### src/rtl/btn_debounce_array.sv
// N-channel push-button conditioner: 2-flop synchroniser, debounce FSM and press/release strobes per channel.
// Define BTN_REPEAT_EN to add a per-channel auto-repeat strobe on BTN_REPEAT while a button is held.
module btn_debounce_array #(
  parameter int N_BTN         = 5,
  parameter int DB_CYCLES     = 1500000,
  parameter int REPEAT_DELAY  = 50000000,
  parameter int REPEAT_PERIOD = 10000000
) (
  input  logic             CLK,
  input  logic             RST,
  input  logic [N_BTN-1:0] BTN_IN,
  output logic [N_BTN-1:0] BTN_LEVEL,
  output logic [N_BTN-1:0] BTN_PRESS,
  output logic [N_BTN-1:0] BTN_RELEASE,
  output logic [N_BTN-1:0] BTN_REPEAT
);

  localparam int CNT_W = (DB_CYCLES < 2) ? 1 : $clog2(DB_CYCLES);

  typedef enum logic [1:0] {
    IDLE,
    PRESS_WAIT,
    HELD,
    RELEASE_WAIT
  } state_e;

  logic [N_BTN-1:0] s1_q, s2_q;
  state_e           state_q [N_BTN];
  state_e           state_d [N_BTN];
  logic [CNT_W-1:0] cnt_q   [N_BTN];
  logic [CNT_W-1:0] cnt_d   [N_BTN];
  logic [N_BTN-1:0] level_q, level_d;
  logic [N_BTN-1:0] press_q, press_d;
  logic [N_BTN-1:0] release_q, release_d;

  // NOTE: every signal gets a default before the case so no path leaves it unassigned (no latches).
  always_comb begin
    for (int i = 0; i < N_BTN; i++) begin
      state_d[i]   = state_q[i];
      cnt_d[i]     = cnt_q[i];
      press_d[i]   = 1'b0;
      release_d[i] = 1'b0;
      unique case (state_q[i])
        IDLE: begin
          if (s2_q[i]) begin
            state_d[i] = PRESS_WAIT;
            cnt_d[i]   = '0;
          end
        end
        PRESS_WAIT: begin
          if (!s2_q[i]) begin
            state_d[i] = IDLE;
            cnt_d[i]   = '0;
          end else if (cnt_q[i] == CNT_W'(DB_CYCLES - 1)) begin
            state_d[i] = HELD;
            press_d[i] = 1'b1;
          end else begin
            cnt_d[i] = cnt_q[i] + 1'b1;
          end
        end
        HELD: begin
          if (!s2_q[i]) begin
            state_d[i] = RELEASE_WAIT;
            cnt_d[i]   = '0;
          end
        end
        RELEASE_WAIT: begin
          if (s2_q[i]) begin
            state_d[i] = HELD;
            cnt_d[i]   = '0;
          end else if (cnt_q[i] == CNT_W'(DB_CYCLES - 1)) begin
            state_d[i]   = IDLE;
            release_d[i] = 1'b1;
          end else begin
            cnt_d[i] = cnt_q[i] + 1'b1;
          end
        end
        default: begin
          state_d[i] = IDLE;
          cnt_d[i]   = '0;
        end
      endcase
      // Level is registered from the next state so it rises with the press strobe.
      level_d[i] = (state_d[i] == HELD) || (state_d[i] == RELEASE_WAIT);
    end
  end

  // NOTE: sequential state uses non-blocking assignments so all flops update from pre-edge values.
  always_ff @(posedge CLK) begin
    if (RST) begin
      s1_q      <= '0;
      s2_q      <= '0;
      level_q   <= '0;
      press_q   <= '0;
      release_q <= '0;
      // NOTE: these per-channel arrays are small flop banks, so each entry is reset explicitly.
      for (int i = 0; i < N_BTN; i++) begin
        state_q[i] <= IDLE;
        cnt_q[i]   <= '0;
      end
    end else begin
      s1_q      <= BTN_IN;
      s2_q      <= s1_q;
      level_q   <= level_d;
      press_q   <= press_d;
      release_q <= release_d;
      for (int i = 0; i < N_BTN; i++) begin
        state_q[i] <= state_d[i];
        cnt_q[i]   <= cnt_d[i];
      end
    end
  end

  assign BTN_LEVEL   = level_q;
  assign BTN_PRESS   = press_q;
  assign BTN_RELEASE = release_q;

`ifdef BTN_REPEAT_EN
  localparam int RPT_MAX = (REPEAT_DELAY > REPEAT_PERIOD) ? REPEAT_DELAY : REPEAT_PERIOD;
  localparam int RPT_W   = (RPT_MAX < 2) ? 1 : $clog2(RPT_MAX);

  logic [RPT_W-1:0] rpt_cnt_q [N_BTN];
  logic [RPT_W-1:0] rpt_cnt_d [N_BTN];
  logic [N_BTN-1:0] rpt_first_q, rpt_first_d;
  logic [N_BTN-1:0] repeat_q, repeat_d;

  // The counter runs while the channel stays held; rpt_first marks that the initial delay has elapsed.
  always_comb begin
    for (int i = 0; i < N_BTN; i++) begin
      rpt_cnt_d[i]   = rpt_cnt_q[i];
      rpt_first_d[i] = rpt_first_q[i];
      repeat_d[i]    = 1'b0;
      if ((state_q[i] == HELD || state_q[i] == RELEASE_WAIT) && state_d[i] != IDLE) begin
        if (rpt_cnt_q[i] == (rpt_first_q[i] ? RPT_W'(REPEAT_PERIOD - 1) : RPT_W'(REPEAT_DELAY - 1))) begin
          repeat_d[i]    = 1'b1;
          rpt_cnt_d[i]   = '0;
          rpt_first_d[i] = 1'b1;
        end else begin
          rpt_cnt_d[i] = rpt_cnt_q[i] + 1'b1;
        end
      end else begin
        rpt_cnt_d[i]   = '0;
        rpt_first_d[i] = 1'b0;
      end
    end
  end

  always_ff @(posedge CLK) begin
    if (RST) begin
      rpt_first_q <= '0;
      repeat_q    <= '0;
      for (int i = 0; i < N_BTN; i++) rpt_cnt_q[i] <= '0;
    end else begin
      rpt_first_q <= rpt_first_d;
      repeat_q    <= repeat_d;
      for (int i = 0; i < N_BTN; i++) rpt_cnt_q[i] <= rpt_cnt_d[i];
    end
  end

  assign BTN_REPEAT = repeat_q;
`else
  assign BTN_REPEAT = '0;
`endif

endmodule
### config.mk
export PLATFORM = sky130hd
export DESIGN_NAME = btn_debounce_array
export DESIGN_NICKNAME = d
export VERILOG_FILES = /design/src/rtl/btn_debounce_array.sv
export SDC_FILE = /design/constraint.sdc
export NUM_CORES = 1
export LEC_CHECK = 0
export BUFFER_PORTS_ARGS = -buffer_cell sky130_fd_sc_hd__buf_4
export CORE_ASPECT_RATIO = 1.2
export CORE_MARGIN = 3
export CORE_UTILIZATION = 62
export CTS_CLUSTER_SIZE = 12
export DETAILED_ROUTE_END_ITERATION = 7
export PLACE_DENSITY = 0.8
export SETUP_SLACK_MARGIN = 0.05
export SLEW_MARGIN = 20
export SYNTH_ARGS = -nofsm -noshare
export SYNTH_HDL_FRONTEND = slang
export SYNTH_SLANG_ARGS = --single-unit
### constraint.sdc
create_clock -name CLK -period 3 [get_ports CLK]
set_input_delay 0.75 -clock CLK [delete_from_list [all_inputs] [get_ports CLK]]
set_output_delay 0.75 -clock CLK [all_outputs]
set_load 0.02 [all_outputs]
* Yosys cells after proc, flatten, opt, wreduce, memory -nomap -nowiden
Memory sizes are Yosys's and may differ from the RTL's.
Cells that the tools add are included.
** Cells by class
- Add/subtract/negate cells :: 5
- Equality and inequality tests :: 30
- Mux-type cells :: 83
- Bitwise operators :: 25
- Reductions and logical operators :: 20
** Operators by type and width (count)
- $mux W21 :: 30
- $pmux W21 S4 :: 5
- $add A21 B1 Y21 const B :: 5
- $eq A21 B21 Y1 const B :: 5
- $mux W2 :: 35
- $eq A2 B2 Y1 const B :: 20
- $pmux W2 S4 :: 5
- $reduce_or A3 Y1 :: 10
- $not A1 Y1 :: 15
- $eq A2 B1 Y1 const B :: 5
- $logic_not A2 Y1 :: 5
- $or A1 B1 Y1 :: 10
- $mux W1 :: 8
- $logic_or A1 B1 Y1 :: 5
** Word-level totals
- Register bits after elaboration :: 25
- Memory bits (writable) :: 115
- Input port bits :: 7
- Output and inout bits :: 20
- Word-level logic and storage cells :: 178
- Memories kept :: 2
** Memory list
- cnt_q :: depth 5, bits a word 21, read ports 5, clocked after memory_dff 0, write ports 5, line 30 : logic [CNT_W-1:0] cnt_q [N_BTN];
- state_q :: depth 5, bits a word 2, read ports 5, clocked after memory_dff 0, write ports 5, line 28 : state_e state_q [N_BTN];

* Longest topological paths before layout
An unclocked memory read counts as a cell.
- Depth in word-level cells :: 7
- Gate-level depth with buffers :: 8
- Gate-level depth less buffers :: 7

* Worst setup path before layout
No wires, ideal clock.
- Kind :: flip-flop to flip-flop
- From :: mem cnt_q[0][95] (netlist bit)
- To :: reg level_q[4] (netlist: BTN_LEVEL[4])
- Setup time :: 0.095 ns
- Arrival time :: 2.242 ns
- Required time :: 2.905 ns
- Setup slack :: 0.662 ns
- Cell stages (with the launch flop) :: 8
- Path buffers :: 2
- Period minus slack after synthesis :: 2.338 ns
- Cell sequence :: dfxtp_1 or4_1 or4_1 buf_2 or2_0 buf_2 a22o_1 a221oi_1
** RTL lines
- start, declared :: line 30
- end signal, assigned :: line 104 : level_q <= level_d;
- end, declared :: line 32 : logic [N_BTN-1:0] level_q, level_d;

==> results by group <==
Pwr
  – Static Leak: 2.66 nW
  – P per Cell Area: 657 nW/um^2
  – Peak supply drop: 0.000509 V

Worst setup path
  – WP data required: 3.32 ns
  – CP Capture Type: flip-flop
  – Crit path max fanout: 8
  – Element type at the critical path start: flip-flop
  – Crit path arrival time: 2.89 ns
  – Worst Setup Path Type: flip-flop to flip-flop

STA
  – TNS Setup: 0 ns
  – Endpoints failing hold: 0
  – Unrepaired setup endpoints after global routing: false
  – Final period util: 0.856
  – Min cycle time layout: 2.57 ns
  – Setup violations, final: 0
  – Setup Skew: 0.00710 ns
  – Final-report max-slew violation count: 0
  – Worst slew margin: 0.459
  – Max Clk Rate: 390 MHz
  – Worst Tran Pin Value: 0.806 ns

GRT
  – Initial antenna violation count: 0
  – First-pass GRT wire length: 25300 microns
  – GR Util All Layers: 0.251
  – Grt met3 use: 0.0589
  – Gr busiest metal: met2
  – Vias in the first global route: 5817
  – Met2 Use GR: 0.412
  – Grt total ovfl: 0
  – Pin count of the biggest net entering global routing: 27
  – Met1 Use GR: 0.311

Yosys
  – Cell taking the most area after synthesis: dfxtp_1
  – Most common cell in the netlist: dfxtp_1
  – Mapped Avg Cell Area: 8.38 sq um
  – Top_reg_cell synth: dfxtp_1
  – Mapped Cells: 805
  – Synth Warn #: 0
  – Yosys top cell area share: 0.416
  – EDFF count, synth: 0
  – Cell variety after synth: 52
  – Asr flop ratio synth: 0
  – Synth top area cells: dfxtp_1 42%, nor2_1 6.1%, xor2_1 5.8%
  – Sequential share of the synthesized area: 0.416
  – Top cells by count, synth: 140 x dfxtp_1, 110 x nor2_1, 64 x nand2_1
  – Syn Std Cell Area: 6750 sq um
  – Synth Register Bits: 140

CTS
  – CTS tree: yes
  – Total CTS buffers: 17
  – H-tree Lvls: 4
  – Worst-Skew Late Latency: 0.42 ns
  – Cts repair resizes: 0
  – Reg clk slew, reported paths: 0.06 ns
  – Post-CTS Repair Setup Buffers: 0
  – Clock tree root driver cell: clkbuf_16
  – Clock sink count: 140
  – CTS Hold Bufs: 0
  – CTS max path bufs: 2

Outcome
  – Status: complete, no violations

Routing
  – Average wire per standard cell: 15.1 microns
  – Routed WL: 14600 microns
  – Detailed-route via count: 5859
  – Via-to-Cell Ratio: 6.07
  – DRC viols: 0
  – ANT nets after route: 0
  – Initial DRT Pass Iterations: 7
  – DRT iter0 DRCs: 404

Die
  – Core footprint: 10600 sq um
  – Initial Util: 0.638
  – Die area: 12200 sq um
  – Vert. Die Dim: 120 microns
  – I/O pin total: 27
  – FP Rows: 41
  – Width of the chip: 101 microns

Cells and area
  – Nets@finish: 848
  – Design Area, Final: 7600 sq um
  – Final core occ: 0.719
  – Area growth, synth to finish: 12.7%
  – Share of cells above drive strength 1: 0.0765
  – Cell Count, Final, Fillers Out: 966
  – Diode count: 0

Placement
  – DPL Wire Length: 9790 microns
  – GP Congestion: 0.868
  – PortBufs: 21
  – Post-DP Area: 6990 sq um
  – Inst Count DP: 934

Worst hold path
  – Worst Hold Class: flip-flop to flip-flop

Run
  – Max Cap Viol: 0
[kinds of logic after synthesis]
| logic type | after synthesis | synth area share |
|---|---|---|
| compound gates | 108 | 0.101 |
| xor+xnor | 77 | 0.100 |
| fa+ha+maj | 17 | 0.0315 |
| buf+inv | 52 | 0.0321 |
| flops | 140 | 0.416 |
| mux | 5 | 0.00742 |
| other cells | 1 | 0.000556 |
| simple gates | 405 | 0.312 |
[final cells by class]
class                      instances  area (sq um)
multi-input combinational        617          3740
fill                             808          2970
sequential                       140          2800
clock buffer                      17           425
timing repair buffer              27           203
clock inverter                    15           189
tap                              129           161
inverter                          21          78.8
[state kept, by name (all words and copies together) (netlist names)]
register / count
cnt_q: 105
state_q: 10
BTN_LEVEL: 5
BTN_PRESS: 5
BTN_RELEASE: 5
s1_q: 5
s2_q: 5
[worst max-delay path, cell delays in order (launching register included)]
cell and delay, ns:
dfxtp_1 0.33, or4_1 0.53, or4_1 0.67, or2_0 0.37, a22o_1 0.30, a221oi_1 0.28
[report_power, final]
part / internal [mW] / switching, mW / leakage, nW
Clock: 1.32 / 0.844 / 0.295
Combinational: 0.257 / 0.559 / 1.23
Sequential: 1.94 / 0.0734 / 1.13
[stage by stage]
stage / hold WS, ns / total power [mW] / setup WS (ns)
detailed placement: 0.436 / 2.84 / 0.472
floorplan: 0.414 / 2.65 / 0.662
CTS: 0.452 / 5.01 / 0.453
global placement: 0.417 / 2.79 / 0.545
global route: 0.464 / 5.22 / 0.358
finish: 0.447 / 4.99 / 0.433
[placed cells by master (no fill, tap or decap), drive strengths merged, types with 11 or more instances in the layout]
master / n
clkbuf: 17
o211ai: 11
nand2: 64
a21oi: 25
dfxtp: 140
nor2b: 15
inv: 25
ha: 17
nor3: 26
nor4: 16
nor2: 110
or3: 15
xor2: 45
and3: 18
xnor2: 32
nand4: 29
buf: 27
o21ai: 34
nand3: 49
[layer usage]
| layer | wire, microns | vias to the layer above |
|---|---|---|
| met2 | 7250 | 157 |
| met4 | 335 | 0 |
| li1 | - | 2883 |
| met3 | 615 | 39 |
| met1 | 6360 | 2780 |
| met5 | 0 | - |
[final timing paths]
path                startpoint      endpoint  slack (ns)  cells after the start
setup reg to reg  cnt_q[0][95]  BTN_LEVEL[4]        0.43                      5
hold / removal         s1_q[2]       s2_q[2]        0.45                      1
setup / recovery  cnt_q[0][95]  BTN_LEVEL[4]        0.43                      5
hold reg to reg        s1_q[2]       s2_q[2]        0.45                      1
Power figures use the tool's default switching activity.
